[config.mk]
export PLATFORM = sky130hd
export DESIGN_NAME = gcbp_sync_detect
export DESIGN_NICKNAME = d
export VERILOG_FILES = /design/src/rtl/gcbp_sync_detect_pkg.sv /design/src/rtl/gcbp_sync_detect_cnt_step.sv /design/src/rtl/gcbp_sync_detect.sv
export SDC_FILE = /design/constraint.sdc
export NUM_CORES = 1
export LEC_CHECK = 0
export ABC_AREA = 1
export CAP_MARGIN = 20
export CORE_MARGIN = 3
export CORE_UTILIZATION = 57
export DETAILED_ROUTE_END_ITERATION = 12
export PLACE_DENSITY = 0.91
export SYNTH_ARGS = -nofsm -noshare
export SYNTH_HDL_FRONTEND = slang
export SYNTH_SLANG_ARGS = --single-unit
[constraint.sdc]
create_clock -name i_clk -period 4.15 [get_ports i_clk]
set_clock_uncertainty 0.1 [all_clocks]
set_input_delay 0.83 -clock i_clk [delete_from_list [all_inputs] [get_ports i_clk]]
set_output_delay 0.83 -clock i_clk [all_outputs]
set_load 0.05 [all_outputs]
[src/rtl/gcbp_sync_detect_pkg.sv]
`default_nettype none
// ============================================================================
// Module      : gcbp_pkg (package)
// Description : Shared types and constants for the video line-count sync
//               detector: tracker state enumeration, count-step
//               classification and the default line-count width.
// Revision    : 1.0 - initial release
// ============================================================================
package gcbp_pkg;

    // Default width of the incoming line count
    localparam int c_CNT_W_DEFAULT = 10;

    // Tracker state
    typedef enum logic [1:0] {
        ST_INIT   = 2'd0,
        ST_SEARCH = 2'd1,
        ST_LOCKED = 2'd2
    } sync_state_t;

    // Classification of a (previous, current) line-count pair
    typedef enum logic [2:0] {
        CLS_SAME     = 3'd0,
        CLS_STEP     = 3'd1,
        CLS_WRAP_OK  = 3'd2,
        CLS_WRAP_BAD = 3'd3,
        CLS_JUMP     = 3'd4
    } step_cls_t;

    // An illegal transition: forward jump by more than one, or wrap to nonzero
    function automatic logic cls_is_err(input step_cls_t cls);
        return (cls == CLS_WRAP_BAD) || (cls == CLS_JUMP);
    endfunction

    // Any backwards move of the count marks a frame boundary
    function automatic logic cls_is_wrap(input step_cls_t cls);
        return (cls == CLS_WRAP_OK) || (cls == CLS_WRAP_BAD);
    endfunction

endpackage
`default_nettype wire

[src/rtl/gcbp_sync_detect_cnt_step.sv]
`default_nettype none
// ============================================================================
// Module      : gcbp_cnt_step
// Description : Combinational classifier of a line-count transition.
//               Ports:
//                 i_prev  - previously accepted line count
//                 i_cur   - newly presented line count
//                 o_cls   - SAME / STEP / WRAP_OK / WRAP_BAD / JUMP
// Revision    : 1.0 - initial release
// ============================================================================
module gcbp_cnt_step
    import gcbp_pkg::*;
#(
    parameter int CNT_W = c_CNT_W_DEFAULT
) (
    input  logic [CNT_W-1:0] i_prev,
    input  logic [CNT_W-1:0] i_cur,
    output step_cls_t        o_cls
);

    // One extra bit so that prev = all-ones increments to 2^CNT_W rather
    // than aliasing onto zero; a count can never legally step past the top.
    logic [CNT_W:0] w_prev_inc;

    assign w_prev_inc = {1'b0, i_prev} + {{CNT_W{1'b0}}, 1'b1};

    always_comb begin
        o_cls = CLS_SAME;
        if (i_cur == i_prev) begin
            o_cls = CLS_SAME;
        end else if (i_cur < i_prev) begin
            o_cls = (i_cur == '0) ? CLS_WRAP_OK : CLS_WRAP_BAD;
        end else if ({1'b0, i_cur} == w_prev_inc) begin
            o_cls = CLS_STEP;
        end else begin
            o_cls = CLS_JUMP;
        end
    end

endmodule
`default_nettype wire

[src/rtl/gcbp_sync_detect.sv]
`default_nettype none
// ============================================================================
// Module      : gcbp_sync_detect
// Description : Watches the line count of a video timing source, pulses on
//               new lines / new frames / illegal count jumps, and declares
//               lock after LOCK_FRAMES consecutive clean frame wraps.
//               Ports:
//                 i_clk, i_resetn   - clock, synchronous active-low reset
//                 i_valid           - qualifies i_line_cnt
//                 i_line_cnt        - current line count
//                 o_new_line        - pulse: count changed
//                 o_new_frame       - pulse: count wrapped backwards
//                 o_skip_err        - pulse: illegal count transition
//                 o_locked          - level: timing stable
//                 o_frame_lines     - lines in last completed frame
//               Build option: define GCBP_SYNC_STATS_EN to enable the
//               frame-length statistics; otherwise o_frame_lines is 0.
// Revision    : 1.0 - initial release
// ============================================================================
module gcbp_sync_detect
    import gcbp_pkg::*;
#(
    parameter int CNT_W       = c_CNT_W_DEFAULT,
    parameter int LOCK_FRAMES = 2
) (
    input  logic             i_clk,
    input  logic             i_resetn,
    input  logic             i_valid,
    input  logic [CNT_W-1:0] i_line_cnt,
    output logic             o_new_line,
    output logic             o_new_frame,
    output logic             o_skip_err,
    output logic             o_locked,
    output logic [CNT_W:0]   o_frame_lines
);

    localparam logic [4:0] c_LOCK_FRAMES = 5'(LOCK_FRAMES);

    sync_state_t      r_state;
    logic [CNT_W-1:0] r_prev;
    logic [3:0]       r_good;
    logic             r_new_line;
    logic             r_new_frame;
    logic             r_skip_err;
    logic             r_locked;

    step_cls_t        w_cls;
    logic             w_change;
    logic             w_wrap;
    logic             w_wrap_ok;
    logic             w_err;
    logic [4:0]       w_good_inc;
    logic [CNT_W:0]   w_frame_lines;

    gcbp_cnt_step #(
        .CNT_W (CNT_W)
    ) u_cnt_step (
        .i_prev (r_prev),
        .i_cur  (i_line_cnt),
        .o_cls  (w_cls)
    );

    assign w_change   = (w_cls != CLS_SAME);
    assign w_wrap     = cls_is_wrap(w_cls);
    assign w_wrap_ok  = (w_cls == CLS_WRAP_OK);
    assign w_err      = cls_is_err(w_cls);
    assign w_good_inc = {1'b0, r_good} + 5'd1;

    always_ff @(posedge i_clk) begin
        if (!i_resetn) begin
            r_state     <= ST_INIT;
            r_prev      <= '0;
            r_good      <= 4'd0;
            r_new_line  <= 1'b0;
            r_new_frame <= 1'b0;
            r_skip_err  <= 1'b0;
            r_locked    <= 1'b0;
        end else begin
            r_new_line  <= 1'b0;
            r_new_frame <= 1'b0;
            r_skip_err  <= 1'b0;
            // o_locked trails the state by one cycle, so lock/unlock becomes
            // visible the cycle after the wrap/error pulse that caused it.
            r_locked    <= (r_state == ST_LOCKED);

            if (i_valid) begin
                r_prev <= i_line_cnt;
                case (r_state)
                    ST_INIT: begin
                        // First sample only seeds the history; nothing to compare
                        r_state <= ST_SEARCH;
                    end
                    ST_SEARCH: begin
                        r_new_line  <= w_change;
                        r_new_frame <= w_wrap;
                        r_skip_err  <= w_err;
                        // Error is checked first so a bad wrap never counts
                        if (w_err) begin
                            r_good <= 4'd0;
                        end else if (w_wrap_ok) begin
                            if (w_good_inc >= c_LOCK_FRAMES) begin
                                r_state <= ST_LOCKED;
                                r_good  <= 4'd0;
                            end else begin
                                r_good <= w_good_inc[3:0];
                            end
                        end
                    end
                    ST_LOCKED: begin
                        r_new_line  <= w_change;
                        r_new_frame <= w_wrap;
                        r_skip_err  <= w_err;
                        if (w_err) begin
                            r_state <= ST_SEARCH;
                            r_good  <= 4'd0;
                        end
                    end
                    default: begin
                        r_state <= ST_INIT;
                    end
                endcase
            end
        end
    end

`ifdef GCBP_SYNC_STATS_EN
    logic [CNT_W:0] r_max_line;
    logic [CNT_W:0] r_frame_lines;

    always_ff @(posedge i_clk) begin
        if (!i_resetn) begin
            r_max_line    <= '0;
            r_frame_lines <= '0;
        end else if (i_valid) begin
            // Highest line seen since the last frame boundary
            if ((r_state == ST_INIT) || w_wrap) begin
                r_max_line <= {1'b0, i_line_cnt};
            end else if ({1'b0, i_line_cnt} > r_max_line) begin
                r_max_line <= {1'b0, i_line_cnt};
            end
            // Only a clean wrap closes a frame; a bad wrap keeps the old value
            if ((r_state != ST_INIT) && w_wrap_ok) begin
                r_frame_lines <= {1'b0, r_prev} + {{CNT_W{1'b0}}, 1'b1};
            end
        end
    end

    assign w_frame_lines = r_frame_lines;
`else
    assign w_frame_lines = '0;
`endif

    assign o_new_line    = r_new_line;
    assign o_new_frame   = r_new_frame;
    assign o_skip_err    = r_skip_err;
    assign o_locked      = r_locked;
    assign o_frame_lines = w_frame_lines;

endmodule
`default_nettype wire

==> impl_results.md <==
- Vias in the first global route: 1,446
- DRT Pass-1 Iters: 4
- Diodes inserted: 0
- Hold-fix buffers, CTS: 0
- Total GRT Usage: 21.6%
- Final #Nets: 318
- Critical Path RT: 4.26 ns
- PD cells: 325 nW/um^2
- R2r setup slk: 1.85 ns
- Simple-gate share of the synthesized area: 34.9%
- DRT Wirelength: 3500 um
- CP Capture Point: r_state[0]
- Max-cap viol count: 0
- Die area: 3600 sq um
- Largest family of logic cells by synthesized area: simple AND/OR/NAND/NOR gates
- DRC Markers: 0
- Fillers: 239
- Average cell area after synthesis: 6.13 sq um
- Post-Syn Instances: 271
- RSZ-0062 raised after global routing: false
- Area of the multi-input gates: 1030 sq um
- Reg2reg end: r_state[0]
- VDD IR max: 0.403 mV
- Grt ovf: 0
- Vias/cell: 5.12
- Port Buffers: 16
- Post-Synth Adder-Cell Area: 13.6%
- DIE WIDTH: 60.0 um
- Final period util: 68.0%
- Tightest Hold Check Type: reg -> reg
- Area after DPL: 1800 sq um
- First-pass GRT wire length: 6030 um
- Hold_ws: 0.353 ns
- Final hold viol count: 0
- Reg2reg start: r_prev[5]
- Synth Area in XOR/XNOR: 1.05%
- Initial core utilization: 63.6%
- Mux share of post-synthesis cell area: 0%
- Antenna violations before repair: 0
- Setup crit start kind: input pin
- CTS sink cnt: 20
- Max Fclk: 0.354 GHz
- Routed via count: 1,617
- Commonest non-fill, non-tap cell in the layout: nand2_1
- Die height: 60.0 um
- Post-cts resize count: 0
- Reg area: 400 sq um
- Fin crit period: 2.82 ns
- Leak Pwr: 0.960 nW
- Worst-path clk slew: 0.12 ns
- Most frequent cells in the layout: nand2_1 (80), inv_1 (43), nor2_1 (31)
- Placed Cells incl. Taps: 312
- Reg2reg path depth: 13
- WS Path Type: in -> reg
- Root buffer cell: clkbuf_4
- Estimated wirelength of the detail-placed design: 2750 um
- ANT nets after route: 0
- GP Congestion: 0.932
- Drt wl/cell: 11.1 um
- Seq/Total Area, Yosys: 24.1%
- Outcome: finished clean
- Setup violations, final: 0
- CTS Buffer Depth: 2
- Power consumption: 0.602 mW
- Synth Cell Area: 1660 sq um
- Fin. max-slew vios: 0
- Share of cells above drive strength 1: 4.20%
- Fin area: 1850 sq um
- Clock latency at the later pin of the worst-skew pair: 0.30 ns
- Std-Cell Rows: 18
- Number of setup buffers added after CTS: 0
- TritonCTS clock tree: done
- Core Area: 2610 sq um
- Initial DRC count: 83
- Max FO, Critical Path: 6
- Fin cells: 316
- Worst-Margin Slew: 0.649 ns
- Total Neg Setup Slack: 0 ns
- Synth warn: 0
- Ports: 28
- H-tree depth: 1
- Worst Path Arrival: 2.93 ns
- Area Growth Syn to Fin: 11.4%
- Seq cells post-synth: 20
- Critical path capture point type: register
- Post-synthesis compound-gate area fraction: 10.2%
- Total CTS buffers: 3
- Critical Path Start: i_line_cnt[8]
- Synth unique cells: 23
- Slew HR: 56.6%
- Largest net degree at the start of global routing: 20
-- routing by layer --
layer | up-vias | part of all wire (%) | routed length [um] | global-route usage [%]
met4 | 0 | 1.4 | 49 | 5.38
met3 | 8 | 6.8 | 239 | 3.89
met1 | 696 | 46 | 1610 | 28.3
li1 | 849 | - | - | -
met2 | 64 | 46 | 1600 | 36.6
met5 | - | 0 | 0 | 0
-- report_power, final --
group	leakage (nW)	internal, mW	switching, mW
Combinational	0.767	0.0748	0.140
Clock	0.0279	0.0975	0.0639
Sequential	0.164	0.209	0.0167
Total	0.960	0.381	0.221
-- cell usage after synthesis --
| library cell | instances | area share [%] |
|---|---|---|
| conb_1 | 1 | 0.23 |
| o21ai_2 | 1 | 0.53 |
| nor3_1 | 2 | 0.60 |
| inv_2 | 1 | 0.23 |
| nand2_2 | 2 | 0.75 |
| nor2_2 | 3 | 1.1 |
| a21oi_2 | 1 | 0.53 |
| o21ai_0 | 12 | 3.6 |
| nand4_1 | 4 | 1.5 |
| clkbuf_1 | 3 | 0.68 |
| dfxtp_1 | 20 | 24 |
| nand3b_1 | 3 | 1.4 |
| a21o_1 | 1 | 0.45 |
| buf_4 | 11 | 5.0 |
| buf_2 | 1 | 0.30 |
| a21oi_1 | 14 | 4.2 |
| o21bai_1 | 2 | 0.90 |
| nand3_1 | 15 | 4.5 |
| inv_1 | 43 | 9.7 |
| nor2_1 | 31 | 7.0 |
| xnor2_1 | 2 | 1.1 |
| nand2_1 | 80 | 18 |
| ha_1 | 18 | 14 |
-- logic make-up after synthesis --
kind of cell,Yosys count
and+or+nand+nor,140
buffers and inverters,59
AOI/OAI and AO/OA,31
other,1
DFF,20
xor gates and xnor gates,2
adders and majority gates,18
-- worst max-delay path, cell delays in order --
cell and delay [ns]:
clkdlybuf4s50_1 0.49, ha_1 0.32, nand2_1 0.06, nor2_1 0.18
nand4_1 0.18, nand2_1 0.12, nor2_1 0.06, nor2_1 0.17
nand2_2 0.14, a21oi_1 0.18, nand3_1 0.09, nand2_1 0.06
nor2_1 0.05
-- flip-flops by register name (all words and copies together) (netlist names) --
signal       count
r_prev          10
r_good           4
r_state          2
o_locked         1
o_new_frame      1
o_new_line       1
o_skip_err       1
-- through the flow --
step	utilization [%]	setup slack, ns
2_1_floorplan	-	1.78
3_3_place_gp	68.8	1.13
3_5_place_dp	68.8	1.05
4_1_cts	70.8	1.35
5_1_grt	70.8	1.19
6_report	70.8	1.33
-- worst min path at each step --
| stage | from | to | depth (start not counted) |
|---|---|---|---|
| after floorplan | r_good[3] | r_good[3] | 2 |
| after global placement | r_good[3] | r_good[3] | 2 |
| after detailed placement | r_good[3] | r_good[3] | 2 |
| after CTS | r_good[3] | r_good[3] | 2 |
| after global routing | r_good[3] | r_good[3] | 2 |
| final | r_good[3] | r_good[3] | 2 |
-- final cells by class --
class                      instances  area share, %
sequential                        20           21.6
clock buffer                       3           1.22
timing repair buffer              16           8.65
tap                               30           2.03
inverter                          44           8.92
clock inverter                     1           1.62
multi-input combinational        202           55.9
(Power assumes the default switching activity.)
